--- config.mk ---
export PLATFORM = sky130hd
export DESIGN_NAME = store_buffer
export DESIGN_NICKNAME = d
export VERILOG_FILES = /design/src/rtl/dm_pkg.sv /design/src/rtl/store_align.sv /design/src/rtl/store_buffer.sv
export SDC_FILE = /design/constraint.sdc
export NUM_CORES = 1
export LEC_CHECK = 0
export BUFFER_PORTS_ARGS = -buffer_cell sky130_fd_sc_hd__buf_4
export CAP_MARGIN = 20
export CELL_PAD_IN_SITES_DETAIL_PLACEMENT = 0
export CELL_PAD_IN_SITES_GLOBAL_PLACEMENT = 1
export CORE_ASPECT_RATIO = 1.25
export CORE_MARGIN = 8
export CORE_UTILIZATION = 40
export CTS_CLUSTER_DIAMETER = 150
export DETAILED_ROUTE_END_ITERATION = 8
export PLACE_DENSITY = 0.71
export SLEW_MARGIN = 10
export SYNTH_ARGS = -nofsm -noshare
export SYNTH_HDL_FRONTEND = slang
export SYNTH_SLANG_ARGS = --single-unit
--- constraint.sdc ---
create_clock -name clk -period 2.5 [get_ports clk]
set_input_delay 0.125 -clock clk [delete_from_list [all_inputs] [get_ports clk]]
set_output_delay 0.125 -clock clk [all_outputs]
set_load 0.01 [all_outputs]
--- src/rtl/dm_pkg.sv ---
// Shared definitions for the data-memory write side: funct3 encodings,
// strobe width and the layout of one queued store.
package dm_pkg;

    localparam int STRB_W    = 4;
    localparam int SB_ADDR_W = 9;   // byte-address width of the entry layout
    localparam int SB_DATA_W = 32;  // data width of the entry layout

    localparam logic [2:0] F3_SB = 3'b000;
    localparam logic [2:0] F3_SH = 3'b001;
    localparam logic [2:0] F3_SW = 3'b010;

    // One pending store, already word-aligned and lane-steered.
    typedef struct packed {
        logic [SB_ADDR_W-1:0] waddr;
        logic [SB_DATA_W-1:0] wdata;
        logic [STRB_W-1:0]    wstrb;
    } sb_entry_t;

endpackage

--- src/rtl/store_align.sv ---
// Steers SB/SH/SW data onto byte lanes and builds the write strobe.
// "misaligned" also covers unsupported funct3 codes: either way the
// store is dropped by the buffer.
module store_align
    import dm_pkg::*;
#(
    parameter int DATA_W = 32
) (
    input  logic [1:0]        addr,
    input  logic [2:0]        funct3,
    input  logic [DATA_W-1:0] data,
    output logic [DATA_W-1:0] wdata,
    output logic [STRB_W-1:0] wstrb,
    output logic              misaligned
);

    // Lane replication and strobe generation per access size.
    always_comb begin
        wdata      = '0;
        wstrb      = '0;
        misaligned = 1'b0;
        case (funct3)
            F3_SB: begin
                wstrb = 4'(4'b0001 << addr);
                wdata = {4{data[7:0]}};
            end
            F3_SH: begin
                if (addr[0]) begin
                    misaligned = 1'b1;
                end else begin
                    wstrb = 4'(4'b0011 << addr);
                    wdata = {2{data[15:0]}};
                end
            end
            F3_SW: begin
                if (addr != 2'b00) begin
                    misaligned = 1'b1;
                end else begin
                    wstrb = 4'b1111;
                    wdata = data;
                end
            end
            default: misaligned = 1'b1;
        endcase
    end

endmodule

--- src/rtl/store_buffer.sv ---
// Small in-order store queue between the MEM stage and the data memory
// write port. Drains one entry per cycle and flags loads that touch a
// word with a pending store. The entry layout follows dm_pkg widths, so
// DM_ADDRESS/DATA_W are expected to stay at their package defaults.
module store_buffer
    import dm_pkg::*;
#(
    parameter int DM_ADDRESS = 9,
    parameter int DATA_W     = 32,
    parameter int DEPTH      = 4
) (
    input  logic                  clk,
    input  logic                  rst_n,
    input  logic                  st_valid,
    output logic                  st_ready,
    input  logic [DM_ADDRESS-1:0] st_addr,
    input  logic [DATA_W-1:0]     st_data,
    input  logic [2:0]            st_funct3,
    output logic                  mem_wr_en,
    input  logic                  mem_ready,
    output logic [DM_ADDRESS-1:0] mem_waddr,
    output logic [DATA_W-1:0]     mem_wdata,
    output logic [STRB_W-1:0]     mem_wstrb,
    input  logic                  ld_check,
    input  logic [DM_ADDRESS-1:0] ld_addr,
    output logic                  ld_hazard,
    output logic                  misaligned_err,
    output logic                  empty,
    output logic                  full
);

    localparam int PTR_W = (DEPTH > 1) ? $clog2(DEPTH) : 1;
    localparam int CNT_W = $clog2(DEPTH + 1);

    sb_entry_t            entry_mem [DEPTH];
    logic [DEPTH-1:0]     vld_reg;
    logic [PTR_W-1:0]     head_reg;
    logic [PTR_W-1:0]     tail_reg;
    logic [CNT_W-1:0]     count_reg;
    logic                 misaligned_err_reg;

    logic [DATA_W-1:0]    align_wdata;
    logic [STRB_W-1:0]    align_wstrb;
    logic                 align_reject;
    logic                 accept;
    logic                 push;
    logic                 pop;
    sb_entry_t            new_entry;
    sb_entry_t            head_entry;
    logic [DEPTH-1:0]     entry_hit;
    logic                 incoming_hit;
    logic                 unused_ld_low;

    store_align #(
        .DATA_W (DATA_W)
    ) u_align (
        .addr       (st_addr[1:0]),
        .funct3     (st_funct3),
        .data       (st_data),
        .wdata      (align_wdata),
        .wstrb      (align_wstrb),
        .misaligned (align_reject)
    );

    assign full      = (count_reg == CNT_W'(DEPTH));
    assign empty     = (count_reg == '0);
    assign st_ready  = !full;
    assign mem_wr_en = !empty;

    // A rejected store is still consumed; only good ones take a slot.
    assign accept = st_valid && st_ready;
    assign push   = accept && !align_reject;
    assign pop    = mem_wr_en && mem_ready;

    assign new_entry.waddr = {st_addr[DM_ADDRESS-1:2], 2'b00};
    assign new_entry.wdata = align_wdata;
    assign new_entry.wstrb = align_wstrb;

    // Write port is driven straight from the head register slot.
    assign head_entry = entry_mem[head_reg];
    assign mem_waddr  = head_entry.waddr;
    assign mem_wdata  = head_entry.wdata;
    assign mem_wstrb  = head_entry.wstrb;

    // Per-slot word match against the load; popping entries still count.
    generate
        for (genvar gi = 0; gi < DEPTH; gi++) begin : g_hit
            assign entry_hit[gi] = vld_reg[gi]
                && (entry_mem[gi].waddr[DM_ADDRESS-1:2] == ld_addr[DM_ADDRESS-1:2])
                && (entry_mem[gi].wstrb != '0);
        end
    endgenerate

    assign incoming_hit = push
        && (st_addr[DM_ADDRESS-1:2] == ld_addr[DM_ADDRESS-1:2])
        && (align_wstrb != '0);

    assign ld_hazard = ld_check && ((|entry_hit) || incoming_hit);

    // Byte offset of the load is irrelevant to a word-granular hazard.
    assign unused_ld_low = &{1'b0, ld_addr[1:0]};

    // Queue payload; no reset needed since vld_reg/count gate every use.
    always_ff @(posedge clk) begin
        if (push) begin
            entry_mem[tail_reg] <= new_entry;
        end
    end

    // Pointers, occupancy, slot valids and the reject pulse.
    always_ff @(posedge clk or negedge rst_n) begin
        if (!rst_n) begin
            head_reg           <= '0;
            tail_reg           <= '0;
            count_reg          <= '0;
            vld_reg            <= '0;
            misaligned_err_reg <= 1'b0;
        end else begin
            misaligned_err_reg <= accept && align_reject;
            if (pop) begin
                vld_reg[head_reg] <= 1'b0;
                head_reg          <= head_reg + PTR_W'(1);
            end
            if (push) begin
                vld_reg[tail_reg] <= 1'b1;
                tail_reg          <= tail_reg + PTR_W'(1);
            end
            if (push && !pop) begin
                count_reg <= count_reg + CNT_W'(1);
            end else if (pop && !push) begin
                count_reg <= count_reg - CNT_W'(1);
            end
        end
    end

    assign misaligned_err = misaligned_err_reg;

endmodule
==> results of run 1 <==
==> where the power goes <==
part	switching, W	leakage [nW]	internal, W
combinational	0.00131	1.54	0.00148
clock	0.00121	0.271	0.00132
sequential	0.000162	1.73	0.00362
total	0.00268	3.54	0.00642
==> cell usage after synthesis, types with 7 or more instances <==
library cell and count:
a222oi_1 8, a22o_1 16, and2_1 9, buf_2 13
dfrtp_1 12, edfxtp_1 172, ha_1 9, inv_1 17
mux4_2 43, nor4_1 11, xnor2_1 7, xor2_1 33
==> layout make-up <==
| type | count | area (um^2) | share of cell area, % |
|---|---|---|---|
| inverters | 17 | 63.8 | 0.655 |
| well taps | 265 | 332 | 3.41 |
| flip-flops and latches | 184 | 5470 | 56.2 |
| clock inverters | 14 | 134 | 1.37 |
| multi-input cells | 193 | 2180 | 22.4 |
| clock buffers | 18 | 429 | 4.41 |
| repair buffers | 131 | 1130 | 11.6 |
==> final timing paths <==
path,startpoint,end,slack (ns),cells past startpoint
min,st_data[8],entry_mem[0][28]$_DFFE_PP_,0.06,3
max,count_reg[0]$_DFFE_PN0P_,count_reg[2]$_DFFE_PN0P_,0.22,9
max in group asynchronous,rst_n,head_reg[0]$_DFFE_PN0N_,2.25,2
min in group asynchronous,rst_n,misaligned_err$_DFF_PN0_,0.08,2
min reg2reg,count_reg[2]$_DFFE_PN0P_,count_reg[2]$_DFFE_PN0P_,0.48,1
max reg2reg,count_reg[0]$_DFFE_PN0P_,count_reg[2]$_DFFE_PN0P_,0.22,9
==> through the flow <==
| stage | total power [W] | hold WS [ns] |
|---|---|---|
| after global routing | 0.00952 | 0.0706 |
| after detailed placement | 0.00670 | -0.0192 |
| after global placement | 0.00667 | -0.0239 |
| after CTS | 0.00923 | 0.0536 |
| final | 0.00910 | 0.0608 |
| after floorplan | 0.00541 | -0.171 |
==> logic make-up (layout without fill, tap and decap cells) <==
group,count (synthesis),after routing,synth area share (%)
other,1,2,0.0478
DFF,184,184,69.7
muxes,44,44,12.5
buffers and inverters,42,180,2.65
AOI/OAI and AO/OA,41,41,4.37
and+or+nand+nor,56,56,4.61
adders and majority gates,10,10,1.69
xor gates and xnor gates,40,40,4.47
==> layout by cell type, fill, tap and decap left out, drive strengths merged, types with 7 or more instances in the layout <==
master and instances:
xnor2 7, nor4 12, dlygate4sd3 9, dfrtp 12, ha 9, xor2 33
a222oi 8, clkbuf 18, nand2 7, edfxtp 172, inv 25, mux4 43
buf 122, a22o 16, and2 13
==> routing by layer <==
layer / wire length, um / GRT usage, %
met5: 0 / 0
met4: 265 / 4.31
met3: 1200 / 4.93
met2: 8640 / 24.4
met1: 7500 / 18.6
==> critical path: stages (launching register included) <==
cell,delay (ns)
dfrtp_1,0.43
or3_2,0.51
and2_1,0.19
inv_1,0.05
ha_1,0.17
inv_1,0.06
fa_1,0.37
xor2_1,0.15
nor2_1,0.11
xor2_1,0.15
==> reports/metrics.cfg, run 1 <==
[outcome]
status = finished clean

[layout]
utilization_pct = 50.4
fill_cells = 1590
fin_nets = 612
diodes = 0
final_cell_area_um2 = 9740
fin_cells = 822
largest_reg_flops = 172
area_delta_synth_final_pct = 24.1
drive_above_1_share_pct = 38.1

[placed_design]
post-place-ws_ns = 0.227
gp_congestion = 0.801
place_area_um2 = 9080
place_hpwl_um = 12100
port_buffers = 104
dp_cells = 780

[floorplan]
ios = 109
die_h_um = 173
rows = 57
start_util_pct = 40.6
dieArea_um2 = 24400
core_region_area_um2 = 19300
die_x_um = 141

[route]
num_vias = 4318
vias_per_cell = 5.25
drc = 0
finalWirelength_um = 17600
antenna_left = 0
dr.pass1.iters = 5
detail_route.wl_per_cell_um = 21.4
drt_iter0_markers = 389

[synth]
netlist_instances = 418
synth_area_um2 = 7840
synthTopCellsByArea = edfxtp_1 (66%), mux4_2 (12%), dfrtp_1 (3.8%)
synth_edf_count = 172
synth_ff_type = edfxtp_1
async_flop_share_pct = 6.52
synth_area_leader_cell = edfxtp_1
yosysTopAreaCellShare_pct = 65.8
synth_cell_types = 48
synth-seq-cells = 184
syn_avg_cell_area_um2 = 18.8
yosysWarnings = 0
yosysSeqAreaShare_pct = 69.7

[sta]
clock.fmax_ghz = 0.439
rsz0062_at_grt = no
worst_pin_slew_ns = 0.801
finClkSkew_ns = 0.0103
fin_crit_sh_pct = 91.1
slew_headroom_pct = 46.3
finalSetupViolations = 0
final_max_slew_viol_count = 0
setup_ws_ns = 0.222
setup_tns_ns = 0
min_period_ns = 2.28
final_hold_viol_count = 0

[clock_tree]
cts_tree = done
path_clk_slew_ns = 0.07
cts-root-buf = clkbuf_16
clock_path_buffers = 2
cts_setup_buffers = 0
cts_max_level = 4
cts-buffers-inserted = 17
ctsHoldBuffers = 9
ctsResizeCount = 0
cts.sinks = 184
clk_latency_ns = 0.43

[grt]
grt_pass1_vias = 4789
antenna_found_initial = 0
grt_first_pass_wirelength_um = 27600
grt_max_degree = 47
gr-total-overflow = 0
track_usage_pct = 15.0

[critical_path]
cp.arrival_ns = 2.63
critPathKind = register to register
cp_max_fo = 4
start_kind = register
endpoint_kind = register
required_ns = 2.85

[power]
p_leak_nw = 3.54
ir_drop_uv = 573
pwr_density_cell_nw_per_um2 = 935

[run]
cap_violations = 0

[worst_hold_path]
holdCritPathClass = input port to register

(Power assumes the default switching activity.)
==> run 2: changes to the inputs <==
--- a/config.mk
+++ b/config.mk
@@ -5,6 +5,7 @@
 export SDC_FILE = /design/constraint.sdc
 export NUM_CORES = 1
 export LEC_CHECK = 0
+export ABC_AREA = 1
 export BUFFER_PORTS_ARGS = -buffer_cell sky130_fd_sc_hd__buf_4
 export CAP_MARGIN = 20
 export CELL_PAD_IN_SITES_DETAIL_PLACEMENT = 0
@@ -14,7 +15,8 @@
 export CORE_UTILIZATION = 40
 export CTS_CLUSTER_DIAMETER = 150
 export DETAILED_ROUTE_END_ITERATION = 8
-export PLACE_DENSITY = 0.71
+export GPL_ROUTABILITY_DRIVEN = 0
+export PLACE_DENSITY = 0.75
 export SLEW_MARGIN = 10
 export SYNTH_ARGS = -nofsm -noshare
 export SYNTH_HDL_FRONTEND = slang
==> reports/metrics.cfg, run 2 <==
[route]
drt_iter0_markers = 449
finalWirelength_um = 20800
drc = 0
dr.pass1.iters = 5
num_vias = 5793
antenna_left = 0
vias_per_cell = 5.00
detail_route.wl_per_cell_um = 18.0

[critical_path]
path_cells = buf_4 -> o21ai_0 -> o22ai_1 -> buf_4
max_stage_delay_ns = 0.63
worst_r2r_path_depth = 10
critPathSlowestCell = buf_4
reg2reg_to = count_reg[2]$_DFFE_PN0P_
critPathKind = register to output pin
start_kind = register
worstReg2RegStart = count_reg[0]$_DFFE_PN0P_
cp_max_fo = 83
ff2ff_setup_slack_ns = 0.28
required_ns = 2.38
endpoint_kind = output pin
cp.arrival_ns = 2.22
crit_top_cell = buf_4
cp-startpoint = head_reg[0]$_DFFE_PN0N_

[grt]
grt_first_pass_wirelength_um = 32200
track_usage_pct = 17.0
grt_pass1_vias = 5846
gr-total-overflow = 0
grt_max_degree = 84
antenna_found_initial = 0

[sta]
final_max_slew_viol_count = 0
worst_pin_slew_ns = 0.877
slew_headroom_pct = 41.5
rsz0062_at_grt = no
min_period_ns = 2.35
setup_tns_ns = 0
fin_crit_sh_pct = 93.9
final_hold_viol_count = 0
finalSetupViolations = 0
clock.fmax_ghz = 0.426
finClkSkew_ns = 0.00815

[floorplan]
die_x_um = 145
dieArea_um2 = 25600
rows = 59
start_util_pct = 40.2
ios = 109
die_h_um = 177
core_region_area_um2 = 20600

[clock_tree]
clock_path_buffers = 2
ctsResizeCount = 0
cts-root-buf = clkbuf_16
cts-buffers-inserted = 17
cts_setup_buffers = 0
path_clk_slew_ns = 0.07
cts_max_level = 4
cts_tree = done
cts.sinks = 184
clk_latency_ns = 0.43
ctsHoldBuffers = 9

[synth]
yosysSeqAreaShare_pct = 66.1
async_flop_share_pct = 6.52
synth_area_leader_cell = edfxtp_1
yosysTopAreaCellShare_pct = 62.4
synth_cell_types = 33
synth_area_um2 = 8270
synthTopCellsByArea = edfxtp_1 (62%), o21ai_0 (5.6%), nor2_1 (4.9%)
synth_edf_count = 172
synth_ff_type = edfxtp_1
netlist_instances = 758
synth-seq-cells = 184
yosysWarnings = 0
syn_avg_cell_area_um2 = 10.9
yosysMostFrequentCell = edfxtp_1
synthTopCellsByCount = edfxtp_1 (172), nor2_1 (108), nand2_1 (103), o21ai_0 (93), inv_1 (76)

[layout]
final_common_cell = edfxtp_1
diodes = 0
fin_nets = 939
area_delta_synth_final_pct = 22.8
drive_above_1_share_pct = 19.7
largest_reg_flops = 172
final_cell_area_um2 = 10200
mostFrequentLayoutCells = edfxtp_1 (172), buf_4 (115), nor2_1 (107), nand2_1 (103), o21ai_0 (93)

[run]
cap_violations = 0

[worst_hold_path]
whs_path_depth = 3
worstHoldEndpoint = entry_mem[2][23]$_DFFE_PP_
hold_start = st_data[19]
holdCritPathClass = input port to register

[placed_design]
place_area_um2 = 9470
place_hpwl_um = 14100
port_buffers = 104

[power]
p_leak_nw = 3.97
pwr_density_cell_nw_per_um2 = 998
ir_drop_uv = 442

[outcome]
status = finished clean

==> run 2: changes by cell type after synthesis, sizes merged, moves of 15 or more <==
cell    before  now
xor2        33   11
a21oi        4   19
o21ai        3  105
clkbuf       4   24
mux4        43    0
nand3        3   20
inv         17   82
o22ai        0   38
a22o        16    0
nor2         5  116
nand2        7  104
==> run 2: cell type report <==
cell class,instances,area [um^2]
inverters,82,313
well taps,274,343
clock buffers,18,429
fillers,1871,10400
repair buffers,131,1090
clock inverters,14,173
flip-flops and latches,184,5470
multi-input cells,455,2340
==> run 2: worst max-delay path: cells and delay by family, from the launching register on <==
| family | cells | cell delay [ns] |
|---|---|---|
| flip-flops | 1 | 0.36 |
| buffers and inverters | 2 | 0.81 |
| AO/OA/AOI/OAI | 2 | 0.54 |
==> run 2: worst max-delay path by stage <==
stage	endpoint	slack, ns	cells past startpoint
floorplan	count_reg[2]$_DFFE_PN0P_	0.24	10
global route	mem_wdata[9]	0.02	4
detailed placement	count_reg[2]$_DFFE_PN0P_	0.27	10
global placement	count_reg[2]$_DFFE_PN0P_	0.28	10
CTS	mem_wdata[9]	0.15	4
finish	mem_wdata[9]	0.15	4
==> run 2: logic make-up after synthesis <==
kind of cell / count (synthesis) / share of synthesized area (%)
flops: 184 / 66.1
fa+ha+maj: 10 / 1.60
xor+xnor: 19 / 2.01
mux: 1 / 0.136
other cells: 1 / 0.0453
buf+inv: 120 / 5.78
simple gates: 248 / 12.6
compound gates: 175 / 11.7
==> run 2: layer usage <==
layer,track usage [%],wire (um),vias to the layer above
li1,-,-,2846
met1,21.1,9010,2772
met2,28.7,10400,153
met3,3.67,1090,22
met4,5.39,314,0
met5,0,0,-
==> run 2: through the flow <==
| stage | total power (W) | util, % | hold slack (ns) | std cells | worst slack [ns] |
|---|---|---|---|---|---|
| after detailed placement | 0.00755 | 46.0 | -0.0180 | 1117 | 0.267 |
| after global placement | 0.00751 | 46.0 | -0.0172 | 1117 | 0.275 |
| after CTS | 0.0103 | 49.3 | 0.0134 | 1158 | 0.146 |
| after floorplan | 0.00584 | - | -0.171 | 759 | 0.242 |
| final | 0.0101 | 49.3 | 0.0274 | 1158 | 0.154 |
| after global routing | 0.0107 | 49.3 | 0.0425 | 1158 | 0.0231 |
==> run 2: where the power goes <==
part | internal, W | switching, W
logic | 0.00146 | 0.00221
clock network | 0.00158 | 0.00114
registers | 0.00364 | 0.000108
total | 0.00668 | 0.00346
